$ cat config.mk
export PLATFORM = sky130hd
export DESIGN_NAME = div_controller
export DESIGN_NICKNAME = d
export VERILOG_FILES = /design/src/rtl/div_pkg.sv /design/src/rtl/div_result_cache.sv /design/src/rtl/div_controller.sv
export SDC_FILE = /design/constraint.sdc
export NUM_CORES = 1
export LEC_CHECK = 0
export BUFFER_PORTS_ARGS = -buffer_cell sky130_fd_sc_hd__buf_4
export CORE_UTILIZATION = 55
export CTS_CLUSTER_SIZE = 12
export DETAILED_ROUTE_END_ITERATION = 10
export PLACE_DENSITY = 0.8
export SLEW_MARGIN = 10
export SYNTH_ARGS = -nofsm -noshare
export SYNTH_HDL_FRONTEND = slang
export SYNTH_SLANG_ARGS = --single-unit
$ cat constraint.sdc
create_clock -name clk_i -period 8.2 [get_ports clk_i]
set_input_delay 0.41 -clock clk_i [delete_from_list [all_inputs] [get_ports clk_i]]
set_output_delay 0.41 -clock clk_i [all_outputs]
set_load 0.01 [all_outputs]
$ cat src/rtl/div_pkg.sv
// Shared types and constants for the RV32M divide controller and its result cache.
package div_pkg;

    localparam int unsigned XLEN = 32;

    typedef enum logic [1:0] {
        OP_DIV  = 2'b00,
        OP_DIVU = 2'b01,
        OP_REM  = 2'b10,
        OP_REMU = 2'b11
    } div_op_e;

    typedef enum logic [1:0] {
        ST_IDLE  = 2'b00,
        ST_RUN   = 2'b01,
        ST_DRAIN = 2'b10,
        ST_RESP  = 2'b11
    } div_state_e;

    localparam logic [XLEN-1:0] DIV_BY_ZERO_QUOT = 32'hFFFF_FFFF;
    localparam logic [XLEN-1:0] INT32_MIN        = 32'h8000_0000;

endpackage

$ cat src/rtl/div_result_cache.sv
// One-entry cache of the last divider result, keyed on operands and signedness.
module div_result_cache
    import div_pkg::*;
(
    input  logic            clk_i,
    input  logic            rst_i,
    input  logic            wr_en_i,
    input  logic [XLEN-1:0] wr_dividend_i,
    input  logic [XLEN-1:0] wr_divisor_i,
    input  logic            wr_signed_i,
    input  logic [XLEN-1:0] wr_quot_i,
    input  logic [XLEN-1:0] wr_rem_i,
    input  logic [XLEN-1:0] rd_dividend_i,
    input  logic [XLEN-1:0] rd_divisor_i,
    input  logic            rd_signed_i,
    output logic            hit_c,
    output logic [XLEN-1:0] quot_o,
    output logic [XLEN-1:0] rem_o
);

    logic            r_valid;
    logic [XLEN-1:0] r_dividend;
    logic [XLEN-1:0] r_divisor;
    logic            r_signed;
    logic [XLEN-1:0] r_quot;
    logic [XLEN-1:0] r_rem;

    always_ff @(posedge clk_i or posedge rst_i) begin
        if (rst_i) begin
            r_valid    <= 1'b0;
            r_dividend <= '0;
            r_divisor  <= '0;
            r_signed   <= 1'b0;
            r_quot     <= '0;
            r_rem      <= '0;
        end else if (wr_en_i) begin
            r_valid    <= 1'b1;
            r_dividend <= wr_dividend_i;
            r_divisor  <= wr_divisor_i;
            r_signed   <= wr_signed_i;
            r_quot     <= wr_quot_i;
            r_rem      <= wr_rem_i;
        end
    end

    assign hit_c  = r_valid && (r_dividend == rd_dividend_i) &&
                    (r_divisor == rd_divisor_i) && (r_signed == rd_signed_i);
    assign quot_o = r_quot;
    assign rem_o  = r_rem;

endmodule

$ cat src/rtl/div_controller.sv
// Sequences DIV/DIVU/REM/REMU requests onto the shared iterative divider, resolving
// RISC-V special cases and repeated operands without a divider run.
module div_controller
    import div_pkg::*;
(
    input  logic            clk_i,
    input  logic            rst_i,
    input  logic            stb_i,
    input  logic            cyc_i,
    input  logic [1:0]      op_i,
    input  logic [XLEN-1:0] dividend_i,
    input  logic [XLEN-1:0] divisor_i,
    output logic [XLEN-1:0] result_o,
    output logic            ack_o,
    output logic            div_stb_o,
    output logic            div_cyc_o,
    output logic [XLEN-1:0] div_dividend_o,
    output logic [XLEN-1:0] div_divisor_o,
    output logic            div_is_signed_o,
    input  logic [XLEN-1:0] div_quot_i,
    input  logic [XLEN-1:0] div_rem_i,
    input  logic            div_ack_i
);

    div_state_e      r_state;
    logic            r_ack_q;
    logic            r_div_stb;
    logic            r_div_signed;
    logic [XLEN-1:0] r_result;
    logic [XLEN-1:0] r_div_dividend;
    logic [XLEN-1:0] r_div_divisor;

    div_op_e         w_op;
    logic            w_is_signed;
    logic            w_sel_rem;
    logic            w_div_by_zero;
    logic            w_overflow;
    logic            w_cache_hit;
    logic            w_cache_wr;
    logic [XLEN-1:0] w_cache_quot;
    logic [XLEN-1:0] w_cache_rem;

    assign w_op          = div_op_e'(op_i);
    assign w_is_signed   = (w_op == OP_DIV) || (w_op == OP_REM);
    assign w_sel_rem     = (w_op == OP_REM) || (w_op == OP_REMU);
    assign w_div_by_zero = (divisor_i == '0);
    assign w_overflow    = w_is_signed && (dividend_i == INT32_MIN) && (divisor_i == '1);
    assign w_cache_wr    = (r_state == ST_RUN) && div_ack_i;

    div_result_cache u_cache (
        .clk_i         (clk_i),
        .rst_i         (rst_i),
        .wr_en_i       (w_cache_wr),
        .wr_dividend_i (r_div_dividend),
        .wr_divisor_i  (r_div_divisor),
        .wr_signed_i   (r_div_signed),
        .wr_quot_i     (div_quot_i),
        .wr_rem_i      (div_rem_i),
        .rd_dividend_i (dividend_i),
        .rd_divisor_i  (divisor_i),
        .rd_signed_i   (w_is_signed),
        .hit_c         (w_cache_hit),
        .quot_o        (w_cache_quot),
        .rem_o         (w_cache_rem)
    );

    always_ff @(posedge clk_i or posedge rst_i) begin
        if (rst_i) begin
            r_state        <= ST_IDLE;
            r_ack_q        <= 1'b0;
            r_div_stb      <= 1'b0;
            r_div_signed   <= 1'b0;
            r_result       <= '0;
            r_div_dividend <= '0;
            r_div_divisor  <= '0;
        end else begin
            case (r_state)
                ST_IDLE: begin
                    if (stb_i && cyc_i && !r_ack_q) begin
                        if (w_div_by_zero) begin
                            r_result <= w_sel_rem ? dividend_i : DIV_BY_ZERO_QUOT;
                            r_state  <= ST_RESP;
                        end else if (w_overflow) begin
                            r_result <= w_sel_rem ? '0 : INT32_MIN;
                            r_state  <= ST_RESP;
                        end else if (w_cache_hit) begin
                            r_result <= w_sel_rem ? w_cache_rem : w_cache_quot;
                            r_state  <= ST_RESP;
                        end else begin
                            r_div_dividend <= dividend_i;
                            r_div_divisor  <= divisor_i;
                            r_div_signed   <= w_is_signed;
                            r_div_stb      <= 1'b1;
                            r_state        <= ST_RUN;
                        end
                    end
                end
                ST_RUN: begin
                    // A request withdrawn in the ack cycle is an abort; the cache still fills.
                    if (div_ack_i) begin
                        r_div_stb <= 1'b0;
                        if (stb_i) begin
                            r_result <= w_sel_rem ? div_rem_i : div_quot_i;
                            r_state  <= ST_RESP;
                        end else begin
                            r_state  <= ST_DRAIN;
                        end
                    end
                end
                ST_DRAIN: begin
                    r_state <= ST_IDLE;
                end
                ST_RESP: begin
                    if (!r_ack_q) begin
                        r_ack_q <= 1'b1;
                    end else if (!stb_i) begin
                        r_ack_q <= 1'b0;
                        r_state <= ST_IDLE;
                    end
                end
                default: begin
                    r_state <= ST_IDLE;
                end
            endcase
        end
    end

    assign ack_o           = r_ack_q & stb_i;
    assign result_o        = r_result;
    assign div_stb_o       = r_div_stb;
    assign div_cyc_o       = r_div_stb;
    assign div_dividend_o  = r_div_dividend;
    assign div_divisor_o   = r_div_divisor;
    assign div_is_signed_o = r_div_signed;

endmodule

==> impl_metrics.toml, run 1 <==
[logic_synthesis]
yosys_warnings = 0
ys_seq_area_share_pct = 50.95
synth-xor-area-share_pct = 4.092
synth_cell_type_count = 44
synth_fp_nets = 1006
synth-edff-count = 0
synth_top_family_by_area = "multiplexers"
synthCells = 871
syn_area_um2 = 11340
ys_ff_latch = 231
synth.avg_cell_area_um2 = 13.02
synth_flop_cell = "dfrtp_1"
muxShareOfSynthArea_pct = 29.41
async_flop_share_pct = 100.0
synthAdderAreaFrac_pct = 0
synthSimpleGateAreaFrac_pct = 5.878
synth_compound_area_share_pct = 5.878

[critical_path]
worstPathArrival_ns = 4.19
crit_path_max_incr_delay_ns = 0.79
crit_slowest_cell = "o21ai_4"
path_max_fanout = 48
cpMostUsedCell = "buf_4"
worst-path-buf-inv = 3
start_kind = "input pin"
end_kind = "flop"
cpLargestDelayFamily = "simple AND/OR/NAND/NOR gates"
critPathKind = "input pin to flop"
r2r_end = "div_dividend_o[11]"
worst_r2r_path_depth = 9
required_ns = 8.59
r2r_start = "u_cache.r_dividend[11]"
worstPathCellList = "buf_4, or2_0, or4_1, or4_4, o21ai_4, o21bai_4, nor4_2, buf_4, buf_4, mux2_4"
ff2ff_setup_slack_ns = 4.87

[sta]
slew-limit-headroom_pct = 28.11
final.setup.tns_ns = 0
finClkSkew_ns = 0.01818
fmax_mhz = 263.0
timing.final.crit_period_ns = 3.802
rsz0062_at_grt = "false"
worstMarginPinSlew_ns = 1.078
setup_violations = 0
hold_violations = 0
worst_slack_ns = 4.398
finalCritPeriodShare_pct = 46.37
final_max_slew_viol_count = 0

[detailed_routing]
drt-total-wl_mm = 30.00
ant_nets = 0
avgRoutedWirePerCell_um = 21.91
drc = 0
dr.first_iter.drc_count = 356
first_pass_iters = 5
vias_per_cell = 5.766
via_count = 7894

[pwr]
p_per_area_nw_per_um2 = 172.4
ir_worst_vdd_uv = 118.4
power_w = 0.002411
leakage_nw = 6.895

[cells_and_area]
fill_cells = 1485
regArea_um2 = 5781
layout_common_cells = "buf_4 (242), dfrtp_1 (231), mux2_2 (175)"
final_layout_size_suffix_gt1_share_pct = 45.95
num-nets-final = 1223
synthToLayoutAreaGrowth_pct = 23.24
multi_input_area_um2 = 5152
diodes = 0
postLayoutCellArea_um2 = 13980
final_common_cell = "buf_4"

[cts]
clock_sinks = 231
clk_pin_slew_ns = 0.05
cts_buffer_depth = 3
root_buffer = "clkbuf_16"
cts_max_level = 1
cts_hold_buffers = 0
cts_resized = 0
post_cts_buffers = 0
clock_latency_ns = 0.52
cts_inserted_buffers = 25
cts_tree = "yes"

[status]
status = "completed"

[floorplan]
start_util_pct = 56.07
die_height_um = 145.6
fp.dieW_um = 145.6
coreArea_um2 = 20230
ioPinCount = 235
rows = 52
die_area_um2 = 21210

[place]
post-place-ws_ns = 3.908
place_hpwl_mm = 20.98
portBuffers = 234
place_area_um2 = 13260
gp_congestion = 0.8228

[job]
max-cap-violations = 0

[global_route]
grt_max_degree = 111
track_usage_pct = 28.58
grt_pass1_vias = 8133
grt_overflow = 0
grt_pass1_wl_mm = 46.51
antenna_found_initial = 0

[worst_hold_path]
min_path_type = "input pin to async pin"
-- kinds of logic (layout without fill, tap and decap cells) --
kind of cell / count (synthesis) / count (layout)
multiplexers: 287 / 287
flip-flops: 231 / 231
AND/OR/NAND/NOR: 111 / 111
buffers and inverters: 95 / 323
AO/OA/AOI/OAI: 94 / 94
XOR/XNOR: 53 / 53
-- metrics by stage --
step / cells / hold WS [ns] / util [%]
5_1_grt: 1369 / 0.1080 / 69.09
3_5_place_dp: 1331 / 0.4573 / 65.51
6_report: 1369 / 0.04618 / 69.09
3_3_place_gp: 1331 / 0.4512 / 65.51
2_1_floorplan: 871 / 0.4275 / -
4_1_cts: 1369 / 0.08278 / 69.09
-- routing by layer --
layer	GRT usage (%)	share of wire, %	up-vias
li1	-	-	3580
met2	46.15	48	252
met3	5.549	5.8	62
met5	0	0	-
met4	10.68	3.6	0
met1	38.46	43	4000
-- synth_stat cells, types with 3 or more instances --
cell type,n,share of area (%)
xnor2_1,47,3.6
xor2_1,6,0.46
o22ai_1,4,0.22
nand4_1,23,1.3
nor4_1,19,1.0
nor2b_1,27,1.5
o31a_1,6,0.46
mux2i_1,63,5.6
buf_2,7,0.31
buf_4,3,0.20
a21o_1,3,0.20
nor2_1,8,0.26
a21oi_1,11,0.49
buf_6,7,0.69
o21ai_0,30,1.3
dfrtp_1,231,51
a22o_1,3,0.23
mux2_2,175,17
mux2_4,49,6.5
inv_1,43,1.4
buf_1,6,0.20
nand2b_1,6,0.33
o221ai_1,25,1.9
nor3_1,3,0.13
nand2_1,11,0.36
clkbuf_1,29,0.96
-- power by group --
part	internal, W	leakage, nW	switching, W
sequential	0.00115	3.05	0.0000114
clock	0.000604	0.347	0.000434
combinational	0.000101	3.49	0.000107
-- layout make-up --
class | instances | area share (%)
tap | 270 | 2.416
timing repair buffer | 242 | 12.99
sequential | 231 | 41.35
inverter | 43 | 1.208
clock buffer | 36 | 4.913
clock inverter | 2 | 0.2685
multi-input combinational | 545 | 36.85
-- registers in the layout, indices dropped and copies added, names as in the netlist --
signal	flops
div_is_signed_o	1
u_cache.quot_o	32
r_state	2
div_dividend_o	32
u_cache.r_divisor	32
div_cyc_o	1
u_cache.r_signed	1
div_divisor_o	32
u_cache.rem_o	32
u_cache.r_dividend	32
r_ack_q	1
result_o	32
u_cache.r_valid	1
-- how the worst max path moves through the flow --
stage | cells past startpoint | to | start | slack [ns]
2_1_floorplan | 1 | div_cyc_o | rst_i | 1.46
3_3_place_gp | 10 | div_dividend_o[3] | dividend_i[3] | 3.93
3_5_place_dp | 10 | div_divisor_o[10] | dividend_i[3] | 3.91
4_1_cts | 10 | div_dividend_o[11] | dividend_i[3] | 4.44
5_1_grt | 10 | div_dividend_o[13] | dividend_i[3] | 4.35
6_report | 10 | div_dividend_o[11] | dividend_i[3] | 4.40
-- worst register-to-register path, stage by stage (launching register included) --
cell and delay [ns]:
dfrtp_1 0.39, xnor2_1 0.38, nand4_1 0.23, nor4_1 0.51
nand4_1 0.29, o21bai_4 0.24, nor4_2 0.07, buf_4 0.24
buf_4 0.42, mux2_4 0.46
Note: power is estimated with default switching activity, not from simulation.
==> run 2, diff against run 1 <==
--- a/config.mk
+++ b/config.mk
@@ -5,11 +5,12 @@
 export SDC_FILE = /design/constraint.sdc
 export NUM_CORES = 1
 export LEC_CHECK = 0
+export ABC_AREA = 1
 export BUFFER_PORTS_ARGS = -buffer_cell sky130_fd_sc_hd__buf_4
-export CORE_UTILIZATION = 55
+export CORE_UTILIZATION = 56
 export CTS_CLUSTER_SIZE = 12
 export DETAILED_ROUTE_END_ITERATION = 10
-export PLACE_DENSITY = 0.8
+export PLACE_DENSITY = 0.81
 export SLEW_MARGIN = 10
 export SYNTH_ARGS = -nofsm -noshare
 export SYNTH_HDL_FRONTEND = slang
==> constraint.sdc (replaced) <==
create_clock -name clk_i -period 3.7 [get_ports clk_i]
set_input_delay 0.185 -clock clk_i [delete_from_list [all_inputs] [get_ports clk_i]]
set_output_delay 0.185 -clock clk_i [all_outputs]
set_load 0.01 [all_outputs]
==> run 2 against run 1 <==
  * Final area up 14%
  * Cell count is 58% higher
  * Via count up 47%
  * Utilization grew 6.3 points
  * Register-to-register slack got worse by 3.6 ns
  * Non-clock buffer count rose by 129
  * Count of clock-buffer cells in the layout is 1 higher
  * Clock power grew 140%
  * Wire length increased by 20%
==> impl_metrics.toml, run 2 <==
[sta]
timing.final.crit_period_ns = 2.633
finalCritPeriodShare_pct = 71.16
final_max_slew_viol_count = 0
setup_violations = 0
rsz0062_at_grt = "false"
finClkSkew_ns = 0.01065
fmax_mhz = 379.8
holdWs_ns = 0.01244
final.setup.tns_ns = 0
hold_violations = 0
slew-limit-headroom_pct = 30.12
worstMarginPinSlew_ns = 1.042

[logic_synthesis]
synth_top_area_cell = "dfrtp_1"
synthCells = 1555
synth.area.top_cells = "dfrtp_1 (48%), nand2_1 (16%), o21ai_0 (8.6%)"
synthSimpleGateAreaFrac_pct = 25.02
synth_cell_type_count = 35
synthAdderAreaFrac_pct = 0
netlist.area_leader.share_pct = 47.84
synth_compound_area_share_pct = 15.62
synth-edff-count = 0
yosys.cell_count.top_type = "nand2_1"
synthTopCellsByCount = "nand2_1 (512), dfrtp_1 (231), o21ai_0 (207), inv_1 (147), nand2_2 (68)"
synth_top_family_by_area = "simple AND/OR/NAND/NOR gates"
synth_flop_cell = "dfrtp_1"
synth.avg_cell_area_um2 = 7.771
synth-xor-area-share_pct = 1.667
ys_seq_area_share_pct = 47.84
syn_area_um2 = 12080
yosys_warnings = 0
muxShareOfSynthArea_pct = 0
synth_fp_nets = 1690
async_flop_share_pct = 100.0
ys_ff_latch = 231

[global_route]
use_met1_pct = 42.96
grt_pass1_vias = 11507
use_met2_pct = 53.60
grt_max_degree = 170
antenna_found_initial = 0
track_usage_pct = 33.01
grt_pass1_wl_mm = 57.82
grt_overflow = 0
grt_busiest_layer = "met2"
grtUsageMet3_pct = 7.003

[detailed_routing]
avgRoutedWirePerCell_um = 16.58
drc = 0
ant_nets = 0
via_count = 11607
dr.first_iter.drc_count = 960
first_pass_iters = 8
vias_per_cell = 5.361
drt-total-wl_mm = 35.89

[critical_path]
start_kind = "input pin"
critPathKind = "input pin to flop"
path_max_fanout = 34
worstPathArrival_ns = 3.08
end_kind = "flop"
required_ns = 4.15

[cells_and_area]
layout_common_cells = "nand2_1 (512), buf_4 (241), dfrtp_1 (231)"
fill_cells = 1513
final_common_cell = "nand2_1"
utilization_pct = 75.44
postLayoutCellArea_um2 = 15910
num-nets-final = 2009
regArea_um2 = 5781
diodes = 0
final_layout_size_suffix_gt1_share_pct = 24.76
synthToLayoutAreaGrowth_pct = 31.65
multi_input_area_um2 = 5117

[pwr]
leakage_nw = 8.151
p_per_area_nw_per_um2 = 761.6
ir_worst_vdd_uv = 487.4

[cts]
cts_inserted_buffers = 25
clk_pin_slew_ns = 0.06
post_cts_buffers = 0
cts_resized = 0
cts_max_level = 1
clock_latency_ns = 0.52
cts_tree = "yes"
clock_sinks = 231
cts_buffer_depth = 3
root_buffer = "clkbuf_16"

[place]
place_hpwl_mm = 22.42
place_area_um2 = 13870
portBuffers = 234
gp_congestion = 0.9467

[floorplan]
fp.dieW_um = 148.9
die_area_um2 = 22170
coreArea_um2 = 21090
ioPinCount = 235
die_height_um = 148.9
start_util_pct = 57.30
rows = 53

[job]
max-cap-violations = 0

[status]
status = "completed"

[worst_hold_path]
min_path_type = "input pin to flop"
[run 2: cell types whose count changed after synthesis, moves of 38 or more]
cell     delta
nand2_1   +501
o21ai_0   +177
mux2_2    -175
inv_1     +104
nand2_2    +68
o21ai_2    +65
mux2i_1    -63
mux2_4     -49
nor2_1     +48
nand3_1    +39
inv_2      +38
[run 2: layout make-up]
type	instances	share of cell area, %
timing repair buffer	371	19.93
clock inverter	6	0.5269
clock buffer	37	4.467
tap	275	2.163
sequential	231	36.34
inverter	186	4.412
multi-input combinational	1059	32.17
[run 2: power breakdown]
group          total (W)  internal [W]  switching [W]  leakage [nW]
sequential       0.00467       0.00378       0.000889          2.91
combinational    0.00499       0.00212        0.00287          4.85
clock            0.00245       0.00146       0.000993         0.391
total             0.0121       0.00736        0.00475          8.15
[run 2: worst max-delay path, stage by stage]
cell	delay, ns
dlygate4sd3_1	0.55
buf_4	0.14
nand4_1	0.12
nor2_1	0.20
nand2_1	0.13
nor2_1	0.22
nand3_2	0.10
buf_4	0.27
nand2_2	0.15
nor2_4	0.07
a21oi_4	0.64
nand2_1	0.15
nand2_1	0.11
[run 2: cells by family after synthesis]
family,after synthesis
XOR/XNOR,23
AND/OR/NAND/NOR,711
buffers and inverters,265
AO/OA/AOI/OAI,325
flip-flops,231
[run 2: path summary, 6_finish.rpt]
| kind | from | to | slack [ns] | cells past startpoint |
|---|---|---|---|---|
| setup / recovery | divisor_i[21] | result_o[2] | 1.07 | 13 |
| hold / removal | dividend_i[31] | div_dividend_o[31] | 0.01 | 3 |
| setup reg to reg | r_state[0] | u_cache.rem_o[12] | 1.26 | 9 |
| hold reg to reg | u_cache.r_valid | u_cache.r_valid | 0.47 | 1 |
| max in group asynchronous | rst_i | div_dividend_o[30] | 2.27 | 4 |
| min in group asynchronous | rst_i | result_o[21] | 0.48 | 3 |
[run 2: per-layer routing]
| layer | part of all wire [%] | wire (µm) | vias up |
|---|---|---|---|
| met5 | 0 | 0 | - |
| met2 | 47 | 16910 | 578 |
| met4 | 4.2 | 1525 | 0 |
| met3 | 9.1 | 3249 | 131 |
| met1 | 40 | 14210 | 5393 |
| li1 | - | - | 5505 |
[run 2: repair_timing]
action / in CTS / in global routing
endpoints found under the setup margin: 0 / 0
hold endpoints to repair: 165 / 0
hold buffers: 124 / 0
[run 2: stage by stage]
stage	total power, W	std cells	setup WS (ns)
2_1_floorplan	0.007654	1555	0.4931
3_3_place_gp	0.009216	1998	1.045
3_5_place_dp	0.009415	1998	1.068
4_1_cts	0.01203	2165	1.112
5_1_grt	0.01296	2165	0.9018
6_report	0.01212	2165	1.067
==> run 3, diff against run 2 <==
==> constraint.sdc (replaced) <==
create_clock -name clk_i -period 2.5 [get_ports clk_i]
set_input_delay 0.125 -clock clk_i [delete_from_list [all_inputs] [get_ports clk_i]]
set_output_delay 0.125 -clock clk_i [all_outputs]
set_load 0.01 [all_outputs]
==> run 3 against run 2 <==
  * Clock skew is 0.0023 ns higher
  * Worst hold slack better by 0.018 ns
  * First-iteration DRC count is 8.0% higher
  * Power is 53% higher
  * Via count is 1.8% higher
  * Cell count is 0.88% higher
  * Utilization is 1.5 points higher
  * Sequential share of layout area is 0.73 points lower
  * Wire length is 3.7% higher
  * Largest cell class unchanged
  * Highest routed layer unchanged
==> impl_metrics.toml, run 3 (synthesis results as in run 2) <==
[global_route]
grt_max_degree = 170
grt_pass1_wl_mm = 59.89
track_usage_pct = 34.15
grt_overflow = 0
grt_pass1_vias = 12025
antenna_found_initial = 3

[critical_path]
end_kind = "flop"
path_max_fanout = 36
ff2ff_setup_slack_ns = 0.32
r2r_end = "div_divisor_o[19]"
r2r_start = "u_cache.r_divisor[8]"
critPathKind = "flop to flop"
start_kind = "flop"
worst-path-buf-inv = 2
crit_slowest_cell = "dfrtp_1"
crit_path_end = "div_divisor_o[19]"
cpMostUsedCell = "nand2_1"
worstPathCellList = "inv_1, nand2_1, o21ai_0, nor2_1, nand2_1, nor2_1, nand2_1, nor2_2, nand3_4, nand3b_4, buf_12, nand2_2, o21ai_2"
worst_r2r_path_depth = 13
cpLargestDelayFamily = "simple AND/OR/NAND/NOR gates"
required_ns = 2.95
crit_start = "u_cache.r_divisor[8]"
worstPathArrival_ns = 2.63
crit_path_max_incr_delay_ns = 0.34
worstSetupPathDepth = 13

[sta]
finalCritPeriodShare_pct = 87.28
worstMarginPinSlew_ns = 0.7089
final_max_slew_viol_count = 0
slew-limit-headroom_pct = 52.74
timing.final.crit_period_ns = 2.182
finClkSkew_ns = 0.01296
rsz0062_at_grt = "false"
setup_violations = 0
hold_violations = 0
fmax_mhz = 458.3
holdWs_ns = 0.03061

[cts]
clock_sinks = 231
cts_buffer_depth = 3
root_buffer = "clkbuf_16"
post_cts_buffers = 0
cts_inserted_buffers = 26
cts_tree = "yes"
clock_latency_ns = 0.53
cts_max_level = 1
clk_pin_slew_ns = 0.06

[detailed_routing]
avgRoutedWirePerCell_um = 17.04
drc = 0
ant_nets = 0
via_count = 11813
drt-total-wl_mm = 37.22
dr.first_iter.drc_count = 1037
first_pass_iters = 8
vias_per_cell = 5.409

[cells_and_area]
layout_common_cells = "nand2_1 (512), buf_4 (243), dfrtp_1 (231)"
final_layout_size_suffix_gt1_share_pct = 25.29
synthToLayoutAreaGrowth_pct = 34.33
postLayoutCellArea_um2 = 16230
num-nets-final = 2023
final_common_cell = "nand2_1"

[place]
place_hpwl_mm = 22.08
portBuffers = 234
place_area_um2 = 13990
gp_congestion = 0.8792

[floorplan]
die_height_um = 148.9
start_util_pct = 57.30
die_area_um2 = 22170
coreArea_um2 = 21090
fp.dieW_um = 148.9
rows = 53
ioPinCount = 235

[pwr]
p_per_area_nw_per_um2 = 1144
leakage_nw = 8.308
ir_worst_vdd_uv = 683.1

[status]
status = "completed"

[job]
max-cap-violations = 0

[worst_hold_path]
min_path_type = "input pin to flop"
[run 3: cell count changes in the layout (fill, tap and decap cells not counted)]
cell           change
dlygate4sd3_1      +6
buf_12             +5
clkbuf_1           -4
clkbuf_8           +4
diode_2            +3
buf_4              +2
bufinv_16          +2
clkbuf_16          +2
inv_6              -1
[run 3: layout make-up]
class	instances	area, µm²
diodes	3	7.507
clock buffers	39	800.8
clock inverters	7	135.1
fillers	1457	4855
inverters	186	701.9
multi-input cells	1059	5117
flip-flops and latches	231	5781
well taps	275	344.1
repair buffers	384	3346
[run 3: worst min path at each step]
stage	cells after the start	slack, ns	from	end
after global placement	2	0.11	rst_i	result_o[22]
final	5	0.03	stb_i	r_state[0]
after detailed placement	2	0.12	rst_i	result_o[22]
after CTS	5	0.02	stb_i	r_state[0]
after global routing	5	0.04	stb_i	r_state[0]
after floorplan	1	0.21	op_i[0]	div_is_signed_o
[run 3: metrics by stage]
stage	util (%)	instances	setup slack, ns	setup TNS (ns)	total power, W
floorplan	-	1555	-0.6469	-149.44	0.01133
global placement	66.33	2005	0.4377	0	0.01367
detailed placement	66.33	2005	0.3943	0	0.01397
CTS	76.94	2181	0.3006	0	0.01838
global route	76.98	2184	0.1526	0	0.01985
finish	76.98	2184	0.3181	0	0.01858
[run 3: layer usage]
| layer | vias to the layer above | wire length (µm) | global-route usage [%] |
|---|---|---|---|
| met3 | 150 | 3067 | 5.902 |
| li1 | 5540 | - | - |
| met1 | 5531 | 14580 | 43.61 |
| met5 | - | 0 | 0 |
| met4 | 0 | 1780 | 17.24 |
| met2 | 592 | 17790 | 55.98 |
[run 3: power by group]
group	switching [W]	total, W	internal (W)
sequential	0.00135	0.00694	0.00559
combinational	0.00427	0.00747	0.00320
clock	0.00156	0.00416	0.00261
[run 3: worst reg2reg max path, stage by stage, from the launching register on]
cell and delay (ns):
dfrtp_1 0.34, inv_1 0.06, nand2_1 0.06, o21ai_0 0.07, nor2_1 0.14, nand2_1 0.08, nor2_1 0.15, nand2_1 0.09
nor2_2 0.19, nand3_4 0.15, nand3b_4 0.31, buf_12 0.29, nand2_2 0.09, o21ai_2 0.08
[run 3: timing repair]
action / CTS / global route
hold buffers: 130 / 0
endpoints found under the hold margin: 296 / 0
gates resized for setup: 0 / 0
